===== config.mk =====
export PLATFORM = sky130hd
export DESIGN_NAME = fwd_hazard_scoreboard
export DESIGN_NICKNAME = d
export VERILOG_FILES = /design/src/rtl/fwd_hazard_scoreboard.sv
export SDC_FILE = /design/constraint.sdc
export NUM_CORES = 1
export LEC_CHECK = 0
export CAP_MARGIN = 20
export CORE_ASPECT_RATIO = 1.1
export CORE_MARGIN = 2
export CORE_UTILIZATION = 35
export DETAILED_ROUTE_END_ITERATION = 6
export PLACE_DENSITY_LB_ADDON = 0.12
export SETUP_SLACK_MARGIN = 0.05
export SYNTH_ARGS = -nofsm -noshare
export SYNTH_HDL_FRONTEND = slang
export SYNTH_SLANG_ARGS = --single-unit

===== constraint.sdc =====
create_clock -name clk -period 8.6 [get_ports clk]
set_input_delay 1.72 -clock clk [delete_from_list [all_inputs] [get_ports clk]]
set_output_delay 1.72 -clock clk [all_outputs]
set_load 0.02 [all_outputs]

===== src/rtl/fwd_hazard_scoreboard.sv =====
// Operand forwarding select, load-use / long-latency hazard stall,
// and a per-register busy scoreboard for outstanding long-latency writes.
//
// Ports:
//   clk, rst_n        clock, async active-low reset
//   src_rs_i/use_i    consumer source regs and read-enables (NSRC)
//   stg_rd_i/we_i/rdy_i  producer dest reg, write, result-ready (NSTG)
//   ll_issue_i/rd_i   long-latency op issue request and its dest reg
//   ll_done_i/rd_i    long-latency writeback this cycle and its dest reg
//   fwd_sel_o         per-operand select: 0 = regfile, s = stage s-1
//   stall_o           hold consumer in ID
//   sb_busy_o         pending long-latency write per register
//   stall_cnt_o       saturating stalled-cycle counter
module fwd_hazard_scoreboard #(
  parameter int NSRC = 2,
  parameter int NSTG = 2,
  parameter int RAW  = 5,
  parameter int CNTW = 16,
  localparam int NREG = 2**RAW,
  localparam int SELW = $clog2(NSTG+1)
) (
  input  logic                 clk,
  input  logic                 rst_n,
  input  logic [NSRC*RAW-1:0]  src_rs_i,
  input  logic [NSRC-1:0]      src_use_i,
  input  logic [NSTG*RAW-1:0]  stg_rd_i,
  input  logic [NSTG-1:0]      stg_we_i,
  input  logic [NSTG-1:0]      stg_rdy_i,
  input  logic                 ll_issue_i,
  input  logic [RAW-1:0]       ll_rd_i,
  input  logic                 ll_done_i,
  input  logic [RAW-1:0]       ll_done_rd_i,
  output logic [NSRC*SELW-1:0] fwd_sel_o,
  output logic                 stall_o,
  output logic [NREG-1:0]      sb_busy_o,
  output logic [CNTW-1:0]      stall_cnt_o
);

  logic [NREG-1:0] sb_q, sb_d;
  logic [CNTW-1:0] cnt_q, cnt_d;

  logic [NREG-1:0] done_mask;
  logic [NREG-1:0] busy_eff;

  logic [NSRC-1:0][SELW-1:0] sel;
  logic [NSRC-1:0]           ld_use;
  logic [NSRC-1:0]           raw_hz;
  logic                      waw_hz;
  logic                      stall;

  assign done_mask = ll_done_i
                   ? (NREG'(1) << ll_done_rd_i)
                   : '0;

  // A register completing this cycle no longer blocks anyone.
  assign busy_eff = sb_q & ~done_mask;

  always_comb begin
    sel    = '0;
    ld_use = '0;
    raw_hz = '0;
    for (int i = 0; i < NSRC; i++) begin
      logic [RAW-1:0] rs;
      logic           hit;
      logic           rdy;
      rs  = src_rs_i[i*RAW +: RAW];
      hit = 1'b0;
      rdy = 1'b1;
      // Walk farthest to nearest so the nearest match is kept.
      for (int s = NSTG-1; s >= 0; s--) begin
        if (stg_we_i[s] && src_use_i[i] &&
            (stg_rd_i[s*RAW +: RAW] != '0) &&
            (stg_rd_i[s*RAW +: RAW] == rs)) begin
          hit    = 1'b1;
          sel[i] = SELW'(s + 1);
          rdy    = stg_rdy_i[s];
        end
      end
      ld_use[i] = hit && !rdy;
      raw_hz[i] = src_use_i[i] && (rs != '0)
                && busy_eff[rs] && !hit;
    end
  end

  assign waw_hz = ll_issue_i && (ll_rd_i != '0)
                && busy_eff[ll_rd_i];

  assign stall = (|ld_use) || (|raw_hz) || waw_hz;

  always_comb begin
    sb_d = sb_q & ~done_mask;
    if (ll_issue_i && !stall && (ll_rd_i != '0))
      sb_d[ll_rd_i] = 1'b1;
    sb_d[0] = 1'b0;
  end

  always_comb begin
    cnt_d = cnt_q;
    if (stall && (cnt_q != {CNTW{1'b1}}))
      cnt_d = cnt_q + CNTW'(1);
  end

  always_ff @(posedge clk or negedge rst_n) begin
    if (!rst_n) begin
      sb_q  <= '0;
      cnt_q <= '0;
    end else begin
      sb_q  <= sb_d;
      cnt_q <= cnt_d;
    end
  end

  assign fwd_sel_o   = sel;
  assign stall_o     = stall;
  assign sb_busy_o   = sb_q;
  assign stall_cnt_o = cnt_q;

endmodule


[Word-level counts from Yosys, hierarchy flattened]
Cells that the tools add are included.
Word-level totals
  bits of input ports: 40
  bits in registers: 47
  output and inout bits: 53
  logic and storage cells: 78
Cells by class
  shift-type cells: 1
  reductions and logical operators: 40
  equal/unequal tests: 5
  magnitude comparators: 4
  muxes and demuxes: 22
  bitwise gates (word level): 3
  add/subtract/negate cells: 1
Operators with widths (count)
  $mux 32: 2
  $and 32x32->32: 1
  $not 32->32: 1
  $or 32x32->32: 1
  $shl 1x5->32 const A: 1
  $logic_and 1x1->1: 26
  $reduce_bool 5->1: 5
  $eq 5x5->1: 4
  $lt 5x6->1 const B: 3
  $add 16x1->16 const B: 1
  $ne 16x16->1 const B: 1
  $bmux 1 s5: 3
  $mux 1: 12
  $mux 2: 4
  $demux 1 s5: 1
  $ge 5x1->1 const B: 1
  $logic_not 1->1: 5
  $reduce_or 2->1: 2
  $logic_or 1x1->1: 2

[Logic depth before layout (Yosys ltp)]
Gate-level depths: netlist of the first run.
  word-level depth: 15
  depth in mapped cells: 12
  depth with buffers taken out: 9

[Least setup slack after synthesis of the first run]
OpenSTA, ideal clock, no wires.
  kind: input to output
  from: input src_rs_i[1]
  to: output stall_o
  path buffers: 3
  data required time: 6880 ps
  setup slack: 2560 ps
  arrival: 4320 ps
  cell stages on the path: 10
  cells stage by stage: clkbuf_1 xnor2_1 nand4_1 nor3_1 nor2_1 nor2_1 o22ai_1 or4b_4 buf_6 clkbuf_1
Between the ends
  word-level cells in the longest chain between the ends: 9
  elaborated cells between the ends (all ways): 21
  those cells by class: eq/ne: 2; mux: 6; reduce/logical: 13
Ends and longest elaborated chain
  start, declared: line 24  | input logic [NSRC*RAW-1:0] src_rs_i,
  branches (longest 7 deep; another with $bmux 1 s5)
  $logic_or 1x1->1 (*) (2 in series): line 88  | assign stall = (|ld_use) || (|raw_hz) || waw_hz;
  end, declared: line 34  | output logic stall_o,
Mark *: on every way between the ends. The select of a mux whose other input is x is not followed.

[Worst setup path in the final report of the first run]
  from: input ll_done_rd_i[0]
  to: output stall_o
Between the ends
  word-level cells in the longest chain between the ends: 11
  elaborated cells between the ends (all ways): 18
  those cells by class: shift: 1; mux: 7; bitwise: 2; reduce/logical: 8
Ends and longest elaborated chain
  start, declared: line 32  | input logic [RAW-1:0] ll_done_rd_i,
  $shl 1x5->32 (*): line 52  | ? (NREG'(1) << ll_done_rd_i)
  $mux 32 (*): line 52
  $not 32->32 (*): line 56  | assign busy_eff = sb_q & ~done_mask;
  $and 32x32->32 (*): line 56
  $bmux 1 s5: line 81  | && busy_eff[rs] && !hit;
  $mux 1 (implied by the code): line 81
  $logic_and 1x1->1 (2 in series): line 81
  $reduce_or 2->1: line 88
  $logic_or 1x1->1: line 88
  $logic_or 1x1->1 (*): line 88
Every way passes the cells marked *; elsewhere a longest branch is shown, timed or not. The select of a mux whose other input is x is not followed.

==> results of run 1 <==
-- flip-flops by register name (all words and copies together) (netlist names) --
signal and cells:
sb_busy_o 31, stall_cnt_o 16
-- critical path, delay by kind of cell --
family          cells  cell delay [ns]
compound gates      3             1.29
buf+inv             2             1.24
mux                 1             0.14
simple gates        3             1.30
-- per-stage QoR --
stage               instance area, µm²  power [mW]  instances  utilization [%]
global route                      4600       0.935        596             46.5
detailed placement                4490       0.746        587             45.4
global placement                  4490       0.746        587             45.4
finish                            4600       0.890        596             46.5
floorplan                         3570       0.548        405                -
CTS                               4580       0.890        595             46.3
-- kinds of logic (layout without fill, tap and decap cells) --
group / count (synthesis) / after routing / synth area share [%]
xor+xnor: 36 / 36 / 8.83
buf+inv: 39 / 110 / 4.87
flops: 47 / 47 / 32.9
compound gates: 120 / 120 / 23.1
other cells: 1 / 1 / 0.105
fa+ha+maj: 1 / 1 / 0.350
mux: 19 / 19 / 7.26
simple gates: 142 / 142 / 22.5
-- synth_stat cells (all sizes together), types with 3 or more instances --
master	count	area (µm²)
a21oi	4	20.0
a32oi	3	26.3
and3	6	37.5
buf	9	61.3
clkbuf	20	75.1
dfrtp	47	1180
inv	10	37.5
mux2	5	56.3
mux2i	9	90.1
mux4	5	113
nand2	26	97.6
nand2b	3	18.8
nand3	13	65.1
nand4	16	100
nand4b	4	41.3
nand4bb	3	33.8
nor2	28	105
nor3	9	45.0
nor4	6	37.5
nor4b	3	26.3
o2111ai	6	52.6
o211ai	18	140
o21ai	66	375
o311a	3	30.0
o31ai	4	40.0
or2	3	18.8
or3	5	31.3
or4	5	41.3
or4b	3	37.5
xnor2	27	236
xor2	9	78.8
-- metal layers --
metal	GRT usage, %	wire, µm	up-vias
li1	-	-	1675
met1	26.9	4850	1779
met2	37.7	5990	241
met3	5.85	1170	57
met4	14.0	707	0
met5	0	0	-
-- cell usage in the layout, fill, tap and decap left out, drive strengths merged, types with 9 or more instances in the layout --
cell type	count
clkdlybuf4s50	90
dfrtp	47
inv	10
mux2i	9
nand2	26
nand3	13
nand4	16
nor2	28
nor3	9
o211ai	18
o21ai	66
xnor2	27
xor2	9
-- final timing paths --
check / end / cells past startpoint / start / slack, ns
min: stall_cnt_o[5] / 1 / stall_cnt_o[5] / 0.50
min reg2reg: stall_cnt_o[5] / 1 / stall_cnt_o[5] / 0.50
max reg2reg: sb_busy_o[21] / 9 / sb_busy_o[31] / 5.05
max: stall_o / 9 / ll_done_rd_i[0] / 1.17
min in group asynchronous: stall_cnt_o[1] / 1 / rst_n / 1.36
max in group asynchronous: sb_busy_o[4] / 2 / rst_n / 6.70
-- where the power goes --
part           switching, mW  internal (mW)  leakage (nW)
registers             0.0478          0.272         0.608
clock network         0.0841         0.0582        0.0443
logic                  0.240          0.187          1.02
-- final cells by class --
type	count	area [µm²]
inverter	10	37.5
timing repair buffer	92	926
tap	120	150
sequential	47	1180
fill	1004	5290
clock buffer	5	68.8
multi-input combinational	319	2220
clock inverter	3	25.0
==> reports/metrics.yaml, run 1 <==
rsz0062_at_grt: "false"
netlist_area_mm2: 0.00357
antennaDiodeCount: 0
cts_tree: "yes"
dp.final_hpwl_um: 9630
fin_skew_ns: 0.0145
min-delay-path-class: "reg2reg"
min_period_ns: 7.43
crit_fanout: 21
synth_seq_area_share_pct: 32.9
synthArstFlopShare_pct: 100
drc_errors: 0
synth_edf_count: 0
cts_buffer_depth: 2
synthCells: 405
cts_sinks: 47
clkTransAtPathRegs_ns: 0.09
dieArea_mm2: 0.0110
finalWorstSetupSlack_ns: 1.17
cts_resized: 0
ant_nets: 0
fp-row-count: 38
worstSetupPathType: "in2out"
yosysWarningCount: 0
worst_setup_path_end_kind: "primary output"
crit_chain: "clkdlybuf4s50_1, nand4b_1, o21ai_1, mux2i_1, a22o_1, a2111oi_0, nor4bb_1, or4b_4, clkdlybuf4s50_1"
clock_latency_ns: 0.32
dr.pass1.iters: 7
hold_viol: 0
die_h_um: 110
max_stage_delay_ns: 0.64
fin_tns_setup_ns: 0
routed_via_density: 6.30
cpMostUsedCell: "clkdlybuf4s50_1"
area_delta_synth_final_pct: 29.0
grt_usage_pct: 22.9
synth-main-ff-cell: "dfrtp_1"
power_density_mw_per_mm2: 193
synth.avg_cell_area_um2: 8.81
grt_max_degree: 48
core_area_mm2: 0.00989
p_leak_nw: 1.67
die_w_um: 100
vdd_drop_max_mv: 0.0955
holdWs_ns: 0.500
start_util_pct: 36.1
nets: 516
drv_cap: 0
synth.distinct_cells: 66
antenna_found_initial: 0
start_kind: "primary input"
drive_above_1_share_pct: 8.40
critPathRequiredTime_ns: 6.88
gr-total-overflow: 0
gp_congestion: 0.974
slew_headroom_pct: 41.3
cts-root-buf: "clkbuf_8"
syn_nets: 446
numPortBuffers: 91
drt_first_iter_violations: 338
grt_pass1_wl_um: 19600
numCtsBuffers: 5
ios: 93
ys_ff_latch: 47
status: "finished, final reports clean"
crit_slowest_cell: "clkdlybuf4s50_1"
hold_buffers: 0
vias: 3752
grt_pass1_vias: 3759
arrival_ns: 5.71
setup_viol: 0
wl_um: 12700
h-tree-depth: 2
fin_crit_sh_pct: 86.3
cts_setup_buffers: 0
pre_cts_ws_ns: 1.37
fmax_ghz: 0.135
worst-slew-pin-transition_ns: 0.878
wl_per_cell_um: 21.3
drv_slew: 0
(Power assumes the default switching activity.)
==> run 2, diff against run 1 <==
--- a/config.mk
+++ b/config.mk
@@ -11,7 +11,9 @@
 export CORE_UTILIZATION = 35
 export DETAILED_ROUTE_END_ITERATION = 6
 export PLACE_DENSITY_LB_ADDON = 0.12
+export RECOVER_POWER = 100
 export SETUP_SLACK_MARGIN = 0.05
+export SKIP_LAST_GASP = 1
 export SYNTH_ARGS = -nofsm -noshare
 export SYNTH_HDL_FRONTEND = slang
 export SYNTH_SLANG_ARGS = --single-unit
==> run 2 against run 1 <==
Against the previous run: via count barely moved; clock power barely moved; register-to-register slack got worse by 0.21 ns; worst setup slack got worse by 0.40 ns; combinational power fell by 6.8%; clock skew fell by 0.0024 ns; sequential share of layout area rose by 0.34 points; total power fell by 3.6%; hold slack got worse by 0.0047 ns; design area fell by 1.3%; non-clock buffer count did not move; highest routed layer unchanged.
==> reports/metrics.yaml, run 2 (synthesis results as in run 1) <==
status: "finished, final reports clean"  # unchanged
fin_crit_sh_pct: 91.0  # was 86.3%
fp-row-count: 38  # unchanged
dieArea_mm2: 0.0110  # unchanged
wl_per_cell_um: 21.2  # was 21.3 µm
ff_latch_area_mm2: 0.00118  # unchanged
gr-total-overflow: 0  # unchanged
crit_fanout: 21  # unchanged
numCtsBuffers: 5  # unchanged
core_area_mm2: 0.00989  # unchanged
gp_congestion: 0.974  # unchanged
power_density_mw_per_mm2: 189  # was 193 mW/mm²
drv_cap: 0  # unchanged
drc_errors: 0  # unchanged
grt_pass1_vias: 3759  # unchanged
hold_buffers: 0  # unchanged
utilization_pct: 45.9  # was 46.5%
dr.pass1.iters: 5  # was 7
ios: 93  # unchanged
min-delay-path-class: "reg2reg"  # unchanged
fin_tns_setup_ns: 0  # unchanged
fmax_ghz: 0.128  # was 0.135 GHz
mostFrequentLayoutCell: "o21ai_0"  # was clkdlybuf4s50_1
worst-slew-pin-transition_ns: 1.37  # was 0.878 ns
setup_viol: 0  # unchanged
critPathRequiredTime_ns: 6.88  # about the same
start_util_pct: 36.1  # unchanged
antennaDiodeCount: 0  # unchanged
area_delta_synth_final_pct: 27.3  # was 29.0%
wl_um: 12600  # was 12,700 µm
vias: 3753  # was 3,752
rsz0062_at_grt: "false"  # unchanged
multi_input_comb_area_mm2: 0.00218  # was 0.00222 mm²
cts_tree: "yes"  # unchanged
final_cell_mix: "56 x o21ai_0, 52 x dlygate4sd3_1, 47 x dfrtp_1"  # was 90 x clkdlybuf4s50_1, 47 x dfrtp_1, 37 x o21ai_0
arrival_ns: 6.10  # was 5.71 ns
drv_slew: 0  # unchanged
cts_sinks: 47  # unchanged
drt_first_iter_violations: 332  # was 338
numPortBuffers: 91  # unchanged
start_kind: "primary input"  # unchanged
cts-root-buf: "clkbuf_8"  # unchanged
worstSetupPathType: "in2out"  # unchanged
p_leak_nw: 1.75  # was 1.67 nW
cts_resized: 0  # unchanged
min_period_ns: 7.82  # was 7.43 ns
grt_max_degree: 48  # unchanged
die_h_um: 110  # unchanged
worst_setup_path_end_kind: "primary output"  # unchanged
nets: 516  # unchanged
ant_nets: 0  # unchanged
fin_skew_ns: 0.0121  # was 0.0145 ns
die_w_um: 100  # unchanged
clkTransAtPathRegs_ns: 0.09  # about the same
largest_reg_flops: 31  # unchanged
routed_via_density: 6.30  # about the same
slew_headroom_pct: 8.36  # was 41.3%
antenna_found_initial: 0  # unchanged
hold_viol: 0  # unchanged
vdd_drop_max_mv: 0.0936  # was 0.0955 mV
clock_latency_ns: 0.32  # about the same
grt_usage_pct: 22.9  # unchanged
h-tree-depth: 2  # unchanged
hold_depth: 1  # unchanged
cts_setup_buffers: 0  # unchanged
dp.final_hpwl_um: 9630  # unchanged
drive_above_1_share_pct: 5.67  # was 8.40%
grt_pass1_wl_um: 19600  # unchanged
r2r_cells: 9  # unchanged
n_fill_cell: 1013  # was 1,004
cts_buffer_depth: 2  # unchanged
## run 2: cell types whose count changed in the layout (fill, tap and decap cells not counted), moves of 2 or more
cell	delta
dlygate4sd3_1	+52
clkbuf_1	+2
o21ai_2	-8
clkdlybuf4s50_1	-52
o21ai_0	+19
o21ai_1	-11
## run 2: power breakdown
group	internal [mW]	switching, mW	leakage [nW]	total [mW]
combinational	0.162	0.237	1.10	0.399
sequential	0.272	0.0450	0.608	0.317
clock	0.0582	0.0837	0.0443	0.142
total	0.493	0.365	1.75	0.858
## run 2: final cells by class
cell class / count / area share [%]
inverters: 10 / 0.826
flip-flops and latches: 47 / 25.9
clock inverters: 3 / 0.551
clock buffers: 5 / 1.51
repair buffers: 92 / 20.0
multi-input cells: 319 / 47.9
well taps: 120 / 3.30
## run 2: worst paths after layout
check                                     start              to  slack, ns
worst max register to register    sb_busy_o[31]   sb_busy_o[22]       4.84
max in group asynchronous                 rst_n    sb_busy_o[4]       5.14
min in group asynchronous                 rst_n  stall_cnt_o[1]       1.61
worst min-delay path             stall_cnt_o[5]  stall_cnt_o[5]       0.50
worst min register to register   stall_cnt_o[5]  stall_cnt_o[5]       0.50
worst max-delay path            ll_done_rd_i[0]         stall_o       0.78
## run 2: worst max-delay path, cell delays in order
cell,delay (ns)
dlygate4sd3_1,0.71
nand4b_1,0.48
o21ai_0,0.68
mux2i_1,0.16
a22o_1,0.21
a2111oi_0,0.52
nor4bb_1,0.14
or4b_1,0.82
clkdlybuf4s50_1,0.67
## run 2: through the flow
| step | hold slack, ns | cells | area [µm²] | setup WS, ns | power [mW] |
|---|---|---|---|---|---|
| 2_1_floorplan | 0.593 | 405 | 3570 | 2.56 | 0.548 |
| 3_3_place_gp | 0.484 | 587 | 4490 | 1.39 | 0.746 |
| 3_5_place_dp | 0.487 | 587 | 4490 | 1.37 | 0.746 |
| 4_1_cts | 0.511 | 595 | 4580 | 1.36 | 0.890 |
| 5_1_grt | 0.535 | 596 | 4540 | 0.607 | 0.905 |
| 6_report | 0.495 | 596 | 4540 | 0.776 | 0.858 |
## run 2: metal layers
| metal | routed length, µm | share of wire, % | vias up | global-route usage, % |
|---|---|---|---|---|
| met4 | 670 | 5.3 | 0 | 14.0 |
| met3 | 1100 | 8.7 | 55 | 5.85 |
| met5 | 0 | 0 | - | 0 |
| met1 | 4880 | 39 | 1785 | 26.9 |
| li1 | - | - | 1672 | - |
| met2 | 6000 | 47 | 241 | 37.7 |
==> run 3, diff against run 2 <==
--- a/config.mk
+++ b/config.mk
@@ -11,9 +11,10 @@
 export CORE_UTILIZATION = 35
 export DETAILED_ROUTE_END_ITERATION = 6
 export PLACE_DENSITY_LB_ADDON = 0.12
-export RECOVER_POWER = 100
+export REMOVE_ABC_BUFFERS = 1
 export SETUP_SLACK_MARGIN = 0.05
 export SKIP_LAST_GASP = 1
+export SLEW_MARGIN = 30
 export SYNTH_ARGS = -nofsm -noshare
 export SYNTH_HDL_FRONTEND = slang
 export SYNTH_SLANG_ARGS = --single-unit
==> run 3 against run 2 <==
Against the previous run: flip-flop and latch count unchanged; design area up 0.83%; first-iteration DRC count down 8.1%; critical endpoint unchanged; critical path type unchanged; core utilization up 0.38 points; largest power group unchanged.
==> reports/metrics.yaml, run 3 (synthesis results as in run 1) <==
status: "finished, final reports clean"  # unchanged
die_h_um: 110  # unchanged
crit_fanout: 21  # unchanged
drive_above_1_share_pct: 7.98  # was 5.67%
cts_resized: 0  # unchanged
p_sw_mw: 0.359  # was 0.365 mW
wl_um: 12800  # was 12,600 µm
worstSetupPathType: "in2out"  # unchanged
p_leak_nw: 1.67  # was 1.75 nW
routed_via_density: 6.14  # was 6.30
core_area_mm2: 0.00989  # unchanged
largest_reg_flops: 31  # unchanged
numPortBuffers: 91  # unchanged
power.share.switching_pct: 41.0  # was 42.6%
drv_cap: 0  # unchanged
cts_setup_buffers: 0  # unchanged
final_cell_mix: "90 x clkdlybuf4s50_1, 47 x dfrtp_1, 37 x o21ai_0"  # was 56 x o21ai_0, 52 x dlygate4sd3_1, 47 x dfrtp_1
cts_buffer_depth: 2  # unchanged
n_fill_cell: 980  # was 1,013
grt_pass1_wl_um: 19800  # was 19,600 µm
h-tree-depth: 2  # unchanged
ios: 93  # unchanged
drt_first_iter_violations: 305  # was 332
arrival_ns: 5.56  # was 6.10 ns
p_clk_share_pct: 15.1  # was 16.5%
fin_tns_setup_ns: 0  # unchanged
nets: 516  # unchanged
antennaDiodeCount: 0  # unchanged
fin_crit_sh_pct: 84.6  # was 91.0%
seqPwrFrac_pct: 36.4  # was 37.0%
start_util_pct: 36.1  # unchanged
gp_congestion: 0.923  # was 0.974
drv_slew: 0  # unchanged
min-delay-path-class: "reg2reg"  # unchanged
grt_max_degree: 48  # unchanged
area_delta_synth_final_pct: 28.3  # was 27.3%
p_total_mw: 0.875  # was 0.858 mW
hold_buffers: 0  # unchanged
wl_per_cell_um: 21.4  # was 21.2 µm
internal_power_mw: 0.516  # was 0.493 mW
setup_viol: 0  # unchanged
fin_skew_ns: 0.0205  # was 0.0121 ns
hold_viol: 0  # unchanged
worst-slew-pin-transition_ns: 0.880  # was 1.37 ns
clkTransAtPathRegs_ns: 0.09  # about the same
start_kind: "primary input"  # unchanged
gr-total-overflow: 0  # unchanged
numCtsBuffers: 5  # unchanged
pwr-share-comb_pct: 48.5  # was 46.5%
min_period_ns: 7.28  # was 7.82 ns
grt_pass1_vias: 3652  # was 3,759
fp-row-count: 38  # unchanged
dr.pass1.iters: 4  # was 5
vias: 3658  # was 3,753
die_w_um: 100  # unchanged
fmax_ghz: 0.137  # was 0.128 GHz
ant_nets: 0  # unchanged
mostFrequentLayoutCell: "clkdlybuf4s50_1"  # was o21ai_0
slew_headroom_pct: 41.1  # was 8.36%
dp.final_hpwl_um: 9460  # was 9630 µm
rsz0062_at_grt: "false"  # unchanged
antenna_found_initial: 0  # unchanged
vdd_drop_max_mv: 0.136  # was 0.0936 mV
worst_setup_path_end_kind: "primary output"  # unchanged
drc_errors: 0  # unchanged
cts_sinks: 47  # unchanged
cts_tree: "yes"  # unchanged
cts-root-buf: "clkbuf_8"  # unchanged
grt_usage_pct: 23.2  # was 22.9%
dieArea_mm2: 0.0110  # unchanged
power_density_mw_per_mm2: 191  # was 189 mW/mm²
critPathRequiredTime_ns: 6.88  # about the same
clock_latency_ns: 0.30  # was 0.32 ns
[run 3: stage by stage]
step                cell area (µm²)  setup WS [ns]  hold slack (ns)  util [%]  std cells
floorplan                      3430           3.04            0.593         -        376
global placement               4500           1.41            0.485      45.5        588
detailed placement             4500           1.38            0.485      45.5        588
CTS                            4580           1.40            0.506      46.3        596
global route                   4580           1.20            0.533      46.3        596
finish                         4580           1.32            0.497      46.3        596
[run 3: final timing paths]
check                                     start               to  slack, ns  cells after the start
worst min register to register  stall_cnt_o[10]  stall_cnt_o[10]       0.50                      1
min in group asynchronous                 rst_n    sb_busy_o[12]       1.42                      1
worst min-delay path            stall_cnt_o[10]  stall_cnt_o[10]       0.50                      1
max in group asynchronous                 rst_n     sb_busy_o[3]       6.76                      1
worst max-delay path            ll_done_rd_i[2]          stall_o       1.32                      9
worst max register to register     sb_busy_o[1]    sb_busy_o[13]       5.17                      8
[run 3: worst max-delay path, stage by stage]
cell	delay (ns)
clkdlybuf4s50_1	0.54
nand4bb_1	0.52
o21ai_1	0.51
mux2i_1	0.14
a22o_1	0.20
a2111oi_0	0.55
nor4bb_1	0.13
or4b_4	0.64
clkdlybuf4s50_1	0.59
[run 3: layout make-up]
cell class                 count  area, µm²  area share [%]
tap                          120        150            3.28
sequential                    47       1180            25.7
inverter                      10       37.5           0.819
timing repair buffer          92        916            20.0
clock buffer                   7       76.3            1.67
clock inverter                 1       5.00           0.109
multi-input combinational    319       2220            48.5
[run 3: power by group through the flow]
stage / clock network (mW) / registers [mW] / logic, mW
final: 0.132 / 0.318 / 0.424
after global routing: 0.146 / 0.324 / 0.455
after CTS: 0.135 / 0.317 / 0.423
after detailed placement: 0 / 0.320 / 0.421
after global placement: 0 / 0.324 / 0.422
after floorplan: 0 / 0.374 / 0.159
[run 3: layer usage]
layer / share of wire [%] / up-vias / routed length [µm] / global-route usage, %
li1: - / 1671 / - / -
met1: 42 / 1785 / 5320 / 28.9
met2: 49 / 170 / 6210 / 39.1
met3: 5.9 / 32 / 756 / 3.50
met4: 3.9 / 0 / 494 / 12.2
met5: 0 / - / 0 / 0
